## config.mk

```make
export PLATFORM = sky130hd
export DESIGN_NAME = nibble_compare_seq
export DESIGN_NICKNAME = d
export VERILOG_FILES = /design/src/rtl/nibble_compare_seq.sv
export SDC_FILE = /design/constraint.sdc
export NUM_CORES = 1
export LEC_CHECK = 0
export ABC_CLOCK_PERIOD_IN_PS = 2410
export CAP_MARGIN = 20
export CORE_AREA = 2 2 93 59
export CTS_BUF_LIST = sky130_fd_sc_hd__clkbuf_2
export CTS_CLUSTER_DIAMETER = 120
export DETAILED_ROUTE_END_ITERATION = 16
export DIE_AREA = 0 0 95 61
export GPL_TIMING_DRIVEN = 0
export PLACE_DENSITY = 0.76
export SLEW_MARGIN = 10
export SYNTH_ARGS = -nofsm -noshare
export SYNTH_HDL_FRONTEND = slang
export SYNTH_SLANG_ARGS = --single-unit
```

## constraint.sdc

```tcl
create_clock -name iClk -period 2.41 [get_ports iClk]
set_input_delay 0.6025 -clock iClk [delete_from_list [all_inputs] [get_ports iClk]]
set_output_delay 0.6025 -clock iClk [all_outputs]
set_load 0.005 [all_outputs]
```

## src/rtl/nibble_compare_seq.sv

```systemverilog
// Multi-cycle unsigned magnitude comparator: one 4-bit cascade step per clock, MSB nibble first.
// Optional early exit on first differing nibble: define NIBBLE_COMPARE_EARLY_EXIT_EN.
module nibble_compare_seq #(
  parameter  int WIDTH   = 16,
  localparam int NIBBLES = WIDTH / 4,
  localparam int SW      = $clog2(NIBBLES + 1)
) (
  input  logic             iClk,
  input  logic             iRst_n,
  input  logic             iValid,
  output logic             oReady,
  input  logic [WIDTH-1:0] iData_a,
  input  logic [WIDTH-1:0] iData_b,
  output logic             oValid,
  input  logic             iReady,
  output logic [2:0]       oData,
  output logic [SW-1:0]    oSteps,
  output logic             oBusy
);

  localparam int IW = (NIBBLES > 1) ? $clog2(NIBBLES) : 1;

  localparam logic [2:0] RES_GT = 3'b100;
  localparam logic [2:0] RES_LT = 3'b010;
  localparam logic [2:0] RES_EQ = 3'b001;

  typedef enum logic [1:0] {
    IDLE = 2'd0,
    RUN  = 2'd1,
    DONE = 2'd2
  } state_e;

  state_e            state_q, state_d;
  logic [WIDTH-1:0]  opA_q, opA_d;
  logic [WIDTH-1:0]  opB_q, opB_d;
  logic [IW-1:0]     idx_q, idx_d;
  logic [2:0]        cascade_q, cascade_d;
  logic [2:0]        data_q, data_d;
  logic [SW-1:0]     steps_q, steps_d;

  logic [WIDTH-1:0]  aShift, bShift;
  logic [3:0]        aNib, bNib;
  logic [2:0]        stepRes;
  logic              bitFound;
  logic              lastStep;
  logic              decided;
  logic              finish;

  // State register and datapath registers
  always_ff @(posedge iClk or negedge iRst_n) begin
    if (!iRst_n) begin
      state_q   <= IDLE;
      opA_q     <= '0;
      opB_q     <= '0;
      idx_q     <= IW'(NIBBLES - 1);
      cascade_q <= RES_EQ;
      data_q    <= 3'b000;
      steps_q   <= '0;
    end else begin
      state_q   <= state_d;
      opA_q     <= opA_d;
      opB_q     <= opB_d;
      idx_q     <= idx_d;
      cascade_q <= cascade_d;
      data_q    <= data_d;
      steps_q   <= steps_d;
    end
  end

  // One cascade step: an already-decided cascade passes through untouched
  always_comb begin
    aShift   = opA_q >> (4 * int'(idx_q));
    bShift   = opB_q >> (4 * int'(idx_q));
    aNib     = aShift[3:0];
    bNib     = bShift[3:0];
    stepRes  = RES_EQ;
    bitFound = 1'b0;
    if (cascade_q == RES_GT || cascade_q == RES_LT) begin
      stepRes = cascade_q;
    end else begin
      for (int i = 3; i >= 0; i--) begin
        if (!bitFound && (aNib[i] != bNib[i])) begin
          bitFound = 1'b1;
          stepRes  = aNib[i] ? RES_GT : RES_LT;
        end
      end
    end
  end

  always_comb begin
    lastStep = (idx_q == '0);
    decided  = (stepRes == RES_GT) || (stepRes == RES_LT);
`ifdef NIBBLE_COMPARE_EARLY_EXIT_EN
    finish   = lastStep || decided;
`else
    finish   = lastStep;
`endif
  end

  // Next-state logic
  always_comb begin
    state_d = state_q;
    case (state_q)
      IDLE:    if (iValid) state_d = RUN;
      RUN:     if (finish) state_d = DONE;
      DONE:    if (iReady) state_d = IDLE;
      default: state_d = IDLE;
    endcase
  end

  // Datapath next values; operands are only captured on the accept edge
  always_comb begin
    opA_d     = opA_q;
    opB_d     = opB_q;
    idx_d     = idx_q;
    cascade_d = cascade_q;
    data_d    = data_q;
    steps_d   = steps_q;
    case (state_q)
      IDLE: begin
        if (iValid) begin
          opA_d     = iData_a;
          opB_d     = iData_b;
          idx_d     = IW'(NIBBLES - 1);
          cascade_d = RES_EQ;
          steps_d   = '0;
        end
      end
      RUN: begin
        cascade_d = stepRes;
        steps_d   = steps_q + SW'(1);
        if (!lastStep) idx_d = idx_q - IW'(1);
        if (finish)    data_d = stepRes;
      end
      default: ;
    endcase
  end

  // Outputs decoded from state
  always_comb begin
    oReady = (state_q == IDLE);
    oBusy  = (state_q == RUN);
    oValid = (state_q == DONE);
    oData  = data_q;
    oSteps = steps_q;
  end

endmodule
```

* Word level (Yosys, flattened, before mapping)
Index checks and enable logic that the tools add are counted.
Cells by class: $add $sub $neg 2, equality and inequality tests 12, shift operators 2, mux-type cells 26, reduce and logical (&&, ||, !) cells 15
Operators by type and width (number):
- $mux 3 | 11
- $shr 16x4->4 | 2
- $pmux 3 s2 | 2
- $mux 2 | 5
- $mux 1 | 6
- $pmux 2 s3 | 1
- $reduce_and 2->1 | 3
- $reduce_and 3->1 | 2
- $logic_not 2->1 | 2
- $ne 1x1->1 | 4
- $ne 2x1->1 const B | 2
- $ne 2x2->1 const B | 2
- $pmux 2 s2 | 1
- $add 3x1->3 const B | 1
- $eq 3x2->1 const B | 1
- $eq 3x3->1 const B | 1
- $logic_and 1x1->1 | 3
- $logic_not 1->1 | 3
- $eq 2x1->1 const B | 1
- $eq 2x2->1 const B | 1
- $reduce_bool 2->1 | 1
- $sub 2x1->2 const B | 1
- $logic_or 1x1->1 | 1
Storage, ports and cells: flip-flop bits (word level) 45, bits of input ports 36, output and inout port bits 9, logic and storage cells 64

* Longest topological paths before layout
Gate-level depths: netlist of the first run.
depth after elaboration 17, depth in mapped cells 10, mapped depth without buffers 9

* Worst setup path before layout of the first run
Ideal clock, no wire load.
path kind register to register, start point register idx_q[0], end point register cascade_q[1], library setup time 0.128 ns, data arrival time 2.200 ns, required time 2.282 ns, slack 0.082 ns, cell stages (with the launch flop) 8, path buffers 1, clock period less this slack 2.328 ns, cells stage by stage dfstp_2 -> buf_6 -> mux4_2 -> ha_1 -> and4b_2 -> a31oi_1 -> o22a_1 -> o21ai_2
On the way: cells in the longest elaborated chain, start to end 17, elaborated cells between the ends (all ways) 28, classes of those cells 4 x eq/ne; 2 x shift; 16 x mux; 6 x reduce/logical
Ends and longest elaborated chain:
- start, declared | RTL line 36 | logic [IW-1:0] idx_q, idx_d;
- start signal, assigned | RTL line 55 | idx_q <= IW'(NIBBLES - 1);
- start signal, assigned | RTL line 63 | idx_q <= idx_d;
- $shr 16x4->4, on equally long branches | RTL line 72, 73
- $ne 1x1->1 | RTL line 82 | if (!bitFound && (aNib[i] != bNib[i])) begin
- $mux 1 | RTL line 82
- $mux 1 | RTL line 78 | if (cascade_q == RES_GT || cascade_q == RES_LT) begin
- $logic_not 1->1 | RTL line 82
- $logic_and 1x1->1 | RTL line 82
- $mux 1 | RTL line 82
- $mux 1 | RTL line 78
- $logic_not 1->1 | RTL line 82
- $logic_and 1x1->1 | RTL line 82
- $mux 1 | RTL line 82
- $mux 1 | RTL line 78
- $logic_not 1->1 | RTL line 82
- $logic_and 1x1->1 | RTL line 82
- $mux 3 (*) | RTL line 82
- $mux 3 (*) | RTL line 78
- $pmux 3 s2 (*) | RTL line 119 | case (state_q)
- end signal, assigned | RTL line 64 | cascade_q <= cascade_d;
- end, declared | RTL line 37 | logic [2:0] cascade_q, cascade_d;
Mark *: on every way between the ends. The rest lies on a longest branch, timed or not. The select of a mux whose other input is x is not followed. A chain may end at the register's enable or synchronous reset.

* Worst setup path after layout of the first run
Ends and elaborated chain as after synthesis.

==> metrics.md, run 1 <==
| Metric | Value |
|---|---|
| CP endpoint kind | `flop` |
| Int Power | `2.29 mW` |
| Final Net Count | `about 340` |
| Fin. Hold Viols | `0` |
| Net switching power figure | `1.74 mW` |
| Via Count | `between 1500 and 2000` |
| RSZ-0062 raised after global routing | `yes` |
| Area of the mapped netlist | `about 2300 µm²` |
| Row count | `20` |
| Initial antenna violation count | `0` |
| Vias in the first global route | `1821` |
| Crit Reg-Reg Endpoint | `cascade_q[1]$_DFFE_PN0P_` |
| # diodes | `0` |
| Power Total | `4.03 mW` |
| CP Data Required Time | `between 2 and 3 ns` |
| DRT Wirelength | `approximately 5.3 mm` |
| Number of port buffers | `44` |
| Simple-Gate Fraction of Synth Area | `0.253` |
| Largest family of logic cells by synthesized area | `simple AND/OR/NAND/NOR gates` |
| Switching part of the total | `0.431` |
| Crit Path Category | `reg2reg` |
| Clk root buf | `clkbuf_2` |
| Placed wire-length estimate | `roughly 3.9 mm` |
| Worst r2r src | `idx_q[0]$_DFFE_PN1P_` |
| # DRC | `0` |
| Via-per-instance ratio | `between 5 and 6` |
| Failing checks | `negative setup slack` |
| Overflow after GRT | `0` |
| Die Ht | `around 61 µm` |
| Worst Hold Class | `in2async` |
| Fin crit period | `about 2.5 ns` |
| Non-filler cells, final | `around 370` |
| Commonest non-fill, non-tap cells in the layout | `106 x nand2_1, 43 x clkdlybuf4s50_1, 42 x dfrtp_1` |
| Max-slew headroom | `0.625` |
| Reg2reg path depth | `7` |
| F_max | `405 MHz` |
| Pre-Repair DR Iteration Count | `4` |
| Power share of the combinational group | `0.571` |
| Die X | `95 µm` |
| Clock skew | `about 0.012 ns` |
| Placer Congestion | `0.772` |
| TritonCTS clock tree | `yes` |
| Outcome | `finished with violations` |
| Syn. warnings | `0` |
| Placeable Area | `between 4000 and 5000 µm²` |
| H-Tree Depth | `2` |
| Syn Nets | `about 290` |
| Initial DRC count | `around 150` |
| Least-Margin Pin Slew | `0.563 ns` |
| Compound-gate portion of the synthesized area | `0.0645` |
| I/O pin cnt | `45` |
| Fin crit share | `1.03` |
| Initial Utilization | `0.464` |
| Setup slack, reg-to-reg | `-0.06 ns` |
| Global-route wire length before repair | `between 8 and 9 mm` |
| Syn Inst Count | `about 250` |
| Clock power frac | `0.085` |
| Hold_buf cts | `0` |
| Synth Area in XOR/XNOR | `0.0230` |
| Inserted Clock Buffers | `5` |
| CP max FO | `6` |
| Clock latency at the later pin of the worst-skew pair | `~0.44 ns` |
| Max-slew violations | `0` |
| Reg power frac | `0.344` |
| P per Cell Area | `around 1400 nW/µm²` |
| Final setup fails | `4` |
| CTS clk-pin slew, worst paths | `0.24 ns` |
| CTS sink count | `45` |
| Pin count of the biggest net entering global routing | `34` |
| Placed Instances | `between 300 and 400` |
| Post-synthesis sequential area ratio | `0.494` |
| CTS max path bufs | `2` |
| Post-Route Utilization | `0.598` |
| Remaining antenna violation count after routing | `0` |
| Die ar. | `slightly below 6000 µm²` |
| Routed length per instance | `around 14 µm` |
| Commonest non-fill, non-tap cell in the layout | `nand2_1` |
| Cell variety after synth | `33` |
| P_leak | `1.39 nW` |
| Peak VDD IR | `~0.54 mV` |
| CP Launch Type | `flop` |
| Share of layout cells above drive strength 1 | `0.125` |
| Area Overhead vs Synth | `28.9%` |
| Post-synthesis mux area share | `0.110` |
| All-Layer GR Usage | `0.207` |
| Synth Register Bits | `45` |
| Syn_area_per_cell | `about 9.2 µm²` |
| Arrival time worst endpoint | `between 2 and 3 ns` |
| Critical path startpoint | `idx_q[0]$_DFFE_PN1P_` |
| Adder-Cell Fraction of Synth Area | `0.0219` |
| Max_cap viols | `0` |
| Worst Setup Slack, final | `-0.0606 ns` |
## metrics by stage
| step | setup WS (ns) | setup TNS, ns | hold WS (ns) | area, µm² |
|---|---|---|---|---|
| after floorplan | 0.0816 | 0 | 0.307 | 2290 |
| after global placement | -0.451 | -19.11 | 0.455 | 2810 |
| after detailed placement | -0.153 | -0.562 | 0.457 | 2830 |
| after CTS | -0.0222 | -0.0401 | 0.00670 | 2940 |
| after global routing | -0.135 | -0.412 | 0.00739 | 2950 |
| final | -0.0606 | -0.176 | 0.00323 | 2950 |
## kinds of logic (layout without fill, tap and decap cells)
| group | Yosys count | count (layout) |
|---|---|---|
| DFF | 45 | 45 |
| and+or+nand+nor | 138 | 138 |
| AOI/OAI and AO/OA | 24 | 24 |
| adders and majority gates | 4 | 4 |
| buffers and inverters | 18 | 75 |
| xor gates and xnor gates | 6 | 6 |
| muxes | 13 | 13 |
## routing by layer
layer	wire length [µm]	vias to the layer above	share of wire	GRT usage
li1	-	925	-	-
met1	2520	866	0.48	0.280
met2	2290	74	0.43	0.323
met3	356	16	0.067	0.0547
met4	139	0	0.026	0.0849
met5	0	-	0	0
## cell type report
cell class	count	area, µm²
Fill cell	429	1980
Sequential cell	45	1130
Multi-Input combinational cell	185	1130
Timing Repair Buffer	49	485
Tap cell	66	82.6
Buffer	10	50.0
Inverter	8	30.0
Clock buffer	5	25.0
Clock inverter	3	21.3
## state kept, by name, indices dropped and copies added (netlist names)
signal,flops
opB_q,16
idx_q,2
cascade_q,3
state_q,2
oSteps,3
oData,3
opA_q,16
## Yosys cell counts
cell type | instances | share of area
mux2i_1 | 2 | 0.0087
o211ai_1 | 1 | 0.0033
nor3_1 | 2 | 0.0044
buf_6 | 1 | 0.0049
nand2b_1 | 9 | 0.025
a21o_1 | 1 | 0.0033
dfrtp_1 | 42 | 0.46
nor2_1 | 7 | 0.011
nand3_1 | 3 | 0.0066
inv_1 | 8 | 0.013
mux4_1 | 2 | 0.023
o21ai_0 | 9 | 0.020
o21ai_2 | 2 | 0.0077
mux4_2 | 7 | 0.069
and4b_2 | 1 | 0.0049
nand4_1 | 1 | 0.0027
o22a_1 | 1 | 0.0038
a22oi_1 | 1 | 0.0033
a21oi_1 | 3 | 0.0066
mux2_2 | 2 | 0.0098
a31oi_1 | 2 | 0.0055
clkbuf_1 | 8 | 0.013
o22ai_1 | 3 | 0.0082
ha_1 | 4 | 0.022
a211oi_1 | 1 | 0.0033
dfstp_2 | 3 | 0.034
xor2_1 | 1 | 0.0038
nor2b_1 | 7 | 0.019
buf_2 | 1 | 0.0022
nand2_1 | 106 | 0.17
xnor2_1 | 5 | 0.019
nor4_1 | 1 | 0.0027
and2_1 | 1 | 0.0027
## power by group through the flow
stage               Sequential [mW]  Combinational [mW]  Clock [mW]
floorplan                      1.33                1.47           0
global placement               1.38                1.95           0
detailed placement             1.40                2.03           0
CTS                            1.38                2.22       0.348
global route                   1.44                2.52       0.376
finish                         1.39                2.30       0.342
## worst max path at each step
stage | endpoint | slack (ns) | cells after the start
after floorplan | cascade_q[1]$_DFFE_PN0P_ | 0.08 | 7
after global placement | opB_q[15]$_DFFE_PN0P_ | -0.45 | 1
after detailed placement | cascade_q[1]$_DFFE_PN0P_ | -0.15 | 7
after CTS | cascade_q[1]$_DFFE_PN0P_ | -0.02 | 7
after global routing | oData[1]$_DFFE_PN0P_ | -0.14 | 7
final | cascade_q[1]$_DFFE_PN0P_ | -0.06 | 7
## critical path, stage by stage (launching register included)
cell and delay (ns):
dfstp_2 0.60, buf_8 0.12, mux4_2 0.56, ha_4 0.32, and4b_2 0.31, a31oi_4 0.12
o22a_1 0.27, o21ai_2 0.12
## timing repair
action,4_1_cts,5_1_grt
setup buffers,4,0
pin swaps,4,1
endpoints found under the hold margin,0,0
endpoints found under the setup margin,4,5
gates resized for setup,7,3
(Power assumes the default switching activity.)
==> run 2: changes to the inputs <==
--- a/config.mk
+++ b/config.mk
@@ -14,6 +14,7 @@
 export DIE_AREA = 0 0 95 61
 export GPL_TIMING_DRIVEN = 0
 export PLACE_DENSITY = 0.76
+export SKIP_LAST_GASP = 1
 export SLEW_MARGIN = 10
 export SYNTH_ARGS = -nofsm -noshare
 export SYNTH_HDL_FRONTEND = slang
==> metrics.md, run 2 (synthesis results as in run 1) <==
| Metric | Value |
|---|---|
| Number of port buffers | `44 (unchanged)` |
| P per Cell Area | `1360 nW/µm² (about the same)` |
| Arrival time worst endpoint | `2.86 ns (about the same)` |
| Failing checks | `negative setup slack` |
| Fin crit period | `2.47 ns (+0.000135 ns)` |
| Via-per-instance ratio | `5.07 (unchanged)` |
| H-Tree Depth | `2 (unchanged)` |
| Share of layout cells above drive strength 1 | `0.125 (unchanged)` |
| DRT Wirelength | `5.32 mm (about the same)` |
| Reg2reg path depth | `7 (unchanged)` |
| Placed Instances | `359 (unchanged)` |
| Crit Path Category | `reg2reg` |
| Hold_buf cts | `0 (unchanged)` |
| Vias in the first global route | `1821 (unchanged)` |
| CP endpoint kind | `flop` |
| Row count | `20 (unchanged)` |
| Clock skew | `0.0118 ns (+0.000000100 ns)` |
| Initial Utilization | `0.464 (unchanged)` |
| Overflow after GRT | `0 (unchanged)` |
| Placer Congestion | `0.772 (unchanged)` |
| Placed wire-length estimate | `3.88 mm (unchanged)` |
| # diodes | `0 (unchanged)` |
| Die X | `95 µm (unchanged)` |
| Die ar. | `5800 µm² (unchanged)` |
| # DRC | `0 (unchanged)` |
| TritonCTS clock tree | `yes` |
| Initial DRC count | `145 (unchanged)` |
| Die Ht | `61 µm (unchanged)` |
| Area Overhead vs Synth | `28.9% (unchanged)` |
| Max-slew violations | `0 (unchanged)` |
| Outcome | `finished with violations` |
| Pre-Repair DR Iteration Count | `4 (unchanged)` |
| Max-slew headroom | `0.625 (unchanged)` |
| Fin. Hold Viols | `0 (unchanged)` |
| Placeable Area | `4930 µm² (unchanged)` |
| Clock latency at the later pin of the worst-skew pair | `0.44 ns (about the same)` |
| Global-route wire length before repair | `8.71 mm (unchanged)` |
| CP top delay family | `flip-flops` |
| All-Layer GR Usage | `0.207 (unchanged)` |
| Clk root buf | `clkbuf_2` |
| Inserted Clock Buffers | `5 (unchanged)` |
| Least-Margin Pin Slew | `0.563 ns (unchanged)` |
| Fin crit share | `1.03 (about the same)` |
| WP depth | `7 (unchanged)` |
| Post-Route Utilization | `0.598 (unchanged)` |
| CTS clk-pin slew, worst paths | `0.24 ns (about the same)` |
| Commonest non-fill, non-tap cell in the layout | `nand2_1` |
| CTS max path bufs | `2 (unchanged)` |
| Crit-path cells | `buf_8, mux4_2, ha_4, and4b_2, a31oi_4, o22a_1, o21ai_2` |
| Final setup fails | `4 (unchanged)` |
| Worst Setup Slack, final | `-0.0607 ns (-0.000135 ns)` |
| RSZ-0062 raised after global routing | `yes` |
| Remaining antenna violation count after routing | `0 (unchanged)` |
| P_leak | `1.39 nW (about the same)` |
| CTS sink count | `45 (unchanged)` |
| Max_cap viols | `0 (unchanged)` |
| Setup slack, reg-to-reg | `-0.06 ns (about the same)` |
| Routed length per instance | `14.3 µm (about the same)` |
| Non-filler cells, final | `371 (unchanged)` |
| Worst slack, placed | `-0.153 ns (unchanged)` |
| Worst r2r src | `idx_q[0]$_DFFE_PN1P_` |
| F_max | `405 MHz (about the same)` |
| Pin count of the biggest net entering global routing | `34 (unchanged)` |
| Fill cells | `429 (unchanged)` |
| Biggest regs | `opA_q (16), opB_q (16)` |
| CP max FO | `6 (unchanged)` |
| Peak VDD IR | `0.545 mV (about the same)` |
| CP Data Required Time | `2.80 ns (about the same)` |
| Worst Hold Class | `in2async` |
| WP buf/inv | `1 (unchanged)` |
| CP Launch Type | `flop` |
| Commonest non-fill, non-tap cells in the layout | `106 x nand2_1, 43 x clkdlybuf4s50_1, 42 x dfrtp_1` |
| Final Net Count | `344 (unchanged)` |
| I/O pin cnt | `45 (unchanged)` |
| Worst-path cell with the longest stage delay | `dfstp_2` |
| Initial antenna violation count | `0 (unchanged)` |
| Via Count | `1881 (unchanged)` |
| Crit path largest cell delay | `0.60 ns (about the same)` |
| Crit Reg-Reg Endpoint | `cascade_q[1]$_DFFE_PN0P_` |
==> run 2: cell types whose count changed in the layout (fill, tap and decap cells not counted) <==
cell	previous run	this run
o21ai_1	1	0
o21ai_0	8	9
==> run 2: power by group <==
group / leakage [nW] / internal (mW) / total, mW / switching [mW]
clock: 0.0294 / 0.0734 / 0.342 / 0.269
combinational: 0.805 / 1.09 / 2.30 / 1.20
sequential: 0.555 / 1.12 / 1.39 / 0.266
total: 1.39 / 2.29 / 4.03 / 1.74
==> run 2: per-stage QoR <==
step	cell area [µm²]	hold WS [ns]	setup TNS [ns]	total power, mW
final	2950	0.00325	-0.199	4.03
after global routing	2950	0.00739	-0.433	4.33
after CTS	2940	0.00670	-0.0401	3.95
after detailed placement	2830	0.457	-0.562	3.43
after global placement	2810	0.455	-19.11	3.33
after floorplan	2290	0.307	0	2.80
==> run 2: area by class of cell <==
type,instances,area (µm²),area share
multi-input combinational,185,1130,0.382
clock buffer,5,25.0,0.00848
buffer,10,50.0,0.0170
clock inverter,3,21.3,0.00721
tap,66,82.6,0.0280
sequential,45,1130,0.383
timing repair buffer,49,485,0.165
inverter,8,30.0,0.0102
==> run 2: how the worst max path moves through the flow <==
stage                         start                        to  slack (ns)
2_1_floorplan  idx_q[0]$_DFFE_PN1P_  cascade_q[1]$_DFFE_PN0P_        0.08
3_3_place_gp                 iRst_n     opB_q[15]$_DFFE_PN0P_       -0.45
3_5_place_dp   idx_q[0]$_DFFE_PN1P_  cascade_q[1]$_DFFE_PN0P_       -0.15
4_1_cts        idx_q[0]$_DFFE_PN1P_  cascade_q[1]$_DFFE_PN0P_       -0.02
5_1_grt        idx_q[0]$_DFFE_PN1P_      oData[1]$_DFFE_PN0P_       -0.14
6_report       idx_q[0]$_DFFE_PN1P_  cascade_q[1]$_DFFE_PN0P_       -0.06
==> run 2: worst reg2reg max path: cells and delay by family, from the launching register on <==
family | cells | cell delay (ns)
AO/OA/AOI/OAI | 3 | 0.51
adder cells (fa/ha/maj) | 1 | 0.33
buffers and inverters | 1 | 0.12
flip-flops | 1 | 0.60
multiplexers | 1 | 0.56
AND/OR/NAND/NOR | 1 | 0.31
==> run 2: routing by layer <==
metal	global-route usage	vias up	share of wire	routed length, µm
met5	0	-	0	0
met4	0.0849	0	0.026	139
met3	0.0547	16	0.067	356
met2	0.323	74	0.43	2290
met1	0.280	866	0.48	2530
li1	-	925	-	-
==> run 2: repair_timing <==
action                                  CTS  global route
gates resized for setup                   7             2
cloned                                    0             0
endpoints found under the setup margin    4             5
setup buffers                             4             0
pin swaps                                 4             1
==> run 3: changes to the inputs <==
--- a/config.mk
+++ b/config.mk
@@ -6,14 +6,14 @@
 export NUM_CORES = 1
 export LEC_CHECK = 0
 export ABC_CLOCK_PERIOD_IN_PS = 2410
-export CAP_MARGIN = 20
-export CORE_AREA = 2 2 93 59
+export CAP_MARGIN = 30
+export CORE_AREA = 2 2 98 62
 export CTS_BUF_LIST = sky130_fd_sc_hd__clkbuf_2
 export CTS_CLUSTER_DIAMETER = 120
 export DETAILED_ROUTE_END_ITERATION = 16
-export DIE_AREA = 0 0 95 61
+export DIE_AREA = 0 0 100 64
 export GPL_TIMING_DRIVEN = 0
-export PLACE_DENSITY = 0.76
+export PLACE_DENSITY = 0.69
 export SKIP_LAST_GASP = 1
 export SLEW_MARGIN = 10
 export SYNTH_ARGS = -nofsm -noshare
==> metrics.md, run 3 (synthesis results as in run 1) <==
| Metric | Value |
|---|---|
| Placed Instances | `362 (+0.84%)` |
| Fin. Hold Viols | `0 (unchanged)` |
| Row count | `21 (+5.0%)` |
| Worst Setup Slack, final | `-0.00134 ns (+0.0594 ns)` |
| RSZ-0062 raised after global routing | `yes` |
| Placer Congestion | `0.870 (+13%)` |
| Reg2reg path depth | `8 (+1)` |
| Vias in the first global route | `1829 (+0.44%)` |
| H-Tree Depth | `2 (unchanged)` |
| Via-per-instance ratio | `5.02 (-0.91%)` |
| Clock skew | `0.0142 ns (+0.00241 ns)` |
| Peak VDD IR | `0.460 mV (-16%)` |
| Failing checks | `negative setup slack` |
| Crit Path Category | `reg2reg` |
| Fin crit share | `1.00 (-0.0246)` |
| F_max | `415 MHz (+2.5%)` |
| # diodes | `0 (unchanged)` |
| CTS max path bufs | `2 (unchanged)` |
| Remaining antenna violation count after routing | `0 (unchanged)` |
| DRT Wirelength | `5.40 mm (+1.7%)` |
| Max-slew violations | `0 (unchanged)` |
| Commonest non-fill, non-tap cell in the layout | `nand2_1` |
| Initial Utilization | `0.419 (-0.0455)` |
| Clock latency at the later pin of the worst-skew pair | `0.43 ns (about the same)` |
| Met2 Use GR | `0.266 (-0.0572)` |
| Biggest regs | `opA_q (16), opB_q (16)` |
| P per Cell Area | `1340 nW/µm² (-1.6%)` |
| Die X | `100 µm (+5.3%)` |
| Fill cells | `526 (+23%)` |
| TritonCTS clock tree | `yes` |
| Multi-input logic area | `1120 µm² (-0.89%)` |
| Area Overhead vs Synth | `29.5%` |
| Commonest non-fill, non-tap cells in the layout | `106 x nand2_1, 43 x clkdlybuf4s50_1, 42 x dfrtp_1` |
| # DRC | `0 (unchanged)` |
| Pin count of the biggest net entering global routing | `32 (-5.9%)` |
| Non-filler cells, final | `376 (+1.3%)` |
| Outcome | `finished with violations` |
| Met1 GRT Util | `0.275 (-0.00473)` |
| P_leak | `1.40 nW (+0.70%)` |
| Final setup fails | `1 (-3)` |
| Setup TNS Final | `-0.00134 ns (+0.198 ns)` |
| Placeable Area | `5470 µm² (+11%)` |
| Post-Route Utilization | `0.542 (-0.0561)` |
| Clk root buf | `clkbuf_2` |
| CP max FO | `6 (unchanged)` |
| Busiest grt layer | `met1` |
| Worst Hold Class | `reg2reg` |
| I/O pin cnt | `45 (unchanged)` |
| Die Ht | `64 µm (+4.9%)` |
| Inserted Clock Buffers | `5 (unchanged)` |
| CTS sink count | `45 (unchanged)` |
| Fin crit period | `2.41 ns (-0.0594 ns)` |
| CP Launch Type | `flop` |
| Max-slew headroom | `0.641 (+0.0167)` |
| Pre-Repair DR Iteration Count | `4 (unchanged)` |
| FF+latch area | `1130 µm² (unchanged)` |
| Placed wire-length estimate | `4.01 mm (+3.3%)` |
| Grt met3 use | `0.0449 (-0.00980)` |
| Routed length per instance | `14.4 µm (+0.30%)` |
| Least-Margin Pin Slew | `0.538 ns (-0.0251 ns)` |
| Overflow after GRT | `0 (unchanged)` |
| Global-route wire length before repair | `8.95 mm (+2.7%)` |
| Die ar. | `6400 µm² (+10%)` |
| Arrival time worst endpoint | `2.79 ns (-0.07 ns)` |
| CTS clk-pin slew, worst paths | `0.23 ns (about the same)` |
| Number of port buffers | `44 (unchanged)` |
| CP endpoint kind | `flop` |
| Share of layout cells above drive strength 1 | `0.124 (-0.000812)` |
| WHS Path Cells | `2` |
| Initial DRC count | `104 (-28%)` |
| Final Net Count | `346 (+0.58%)` |
| Max_cap viols | `0 (unchanged)` |
| All-Layer GR Usage | `0.183 (-0.0241)` |
| Via Count | `1889 (+0.43%)` |
| Initial antenna violation count | `0 (unchanged)` |
| CP Data Required Time | `2.79 ns (about the same)` |
[run 3: changes by cell type in the layout (fill, tap and decap cells not counted), sizes merged]
cell         delta
dlygate4sd3     +1
clkbuf          +1
clkinvlp        -1
clkinv          +1
[run 3: critical path, cell delays in order (launching register included)]
cell,delay (ns)
dfstp_2,0.61
buf_8,0.12
mux4_2,0.55
ha_4,0.32
inv_1,0.08
nor4_2,0.25
a211oi_2,0.08
o22a_1,0.24
o21ai_2,0.12
[run 3: final cells by class]
cell class	count	share of cell area
plain buffers	10	0.0177
clock buffers	5	0.00844
clock inverters	3	0.00718
inverters	8	0.0101
multi-input cells	185	0.377
flip-flops and latches	45	0.381
well taps	69	0.0291
repair buffers	51	0.170
[run 3: per-stage QoR]
step                power (mW)  hold WS [ns]  area (µm²)  setup WS, ns
floorplan                 2.80         0.307        2290        0.0816
global placement          3.35         0.449        2820        -0.457
detailed placement        3.43         0.464        2830        -0.130
CTS                       3.91        0.0282        2930       0.00207
global route              4.32         0.543        2960       -0.0732
finish                    3.98         0.508        2960      -0.00134
[run 3: metal layers]
layer | vias to the layer above | routed length [µm]
li1 | 933 | -
met1 | 892 | 2590
met2 | 58 | 2390
met3 | 6 | 386
met4 | 0 | 38
met5 | - | 0
[run 3: path summary, 6_finish.rpt]
path                                      start                  endpoint  slack, ns
setup reg to reg           idx_q[0]$_DFFE_PN1P_  cascade_q[1]$_DFFE_PN0P_     -0.001
hold / removal             oData[1]$_DFFE_PN0P_      oData[1]$_DFFE_PN0P_       0.51
min in group asynchronous                iRst_n    state_q[0]$_DFFE_PN0P_       0.56
max in group asynchronous                iRst_n      idx_q[0]$_DFFE_PN1P_       1.28
hold reg to reg            oData[1]$_DFFE_PN0P_      oData[1]$_DFFE_PN0P_       0.51
setup / recovery           idx_q[0]$_DFFE_PN1P_  cascade_q[1]$_DFFE_PN0P_     -0.001
[run 3: power by group]
part	internal, mW	switching, mW
registers	1.12	0.262
clock network	0.0746	0.266
logic	1.10	1.15
[run 3: what timing repair did]
action	in CTS	in global routing
gates resized for setup	4	5
setup buffers	5	0
gates cloned	0	0
hold buffers	0	1
endpoints found under the hold margin	0	3
endpoints found under the setup margin	4	5
pin swaps	1	6
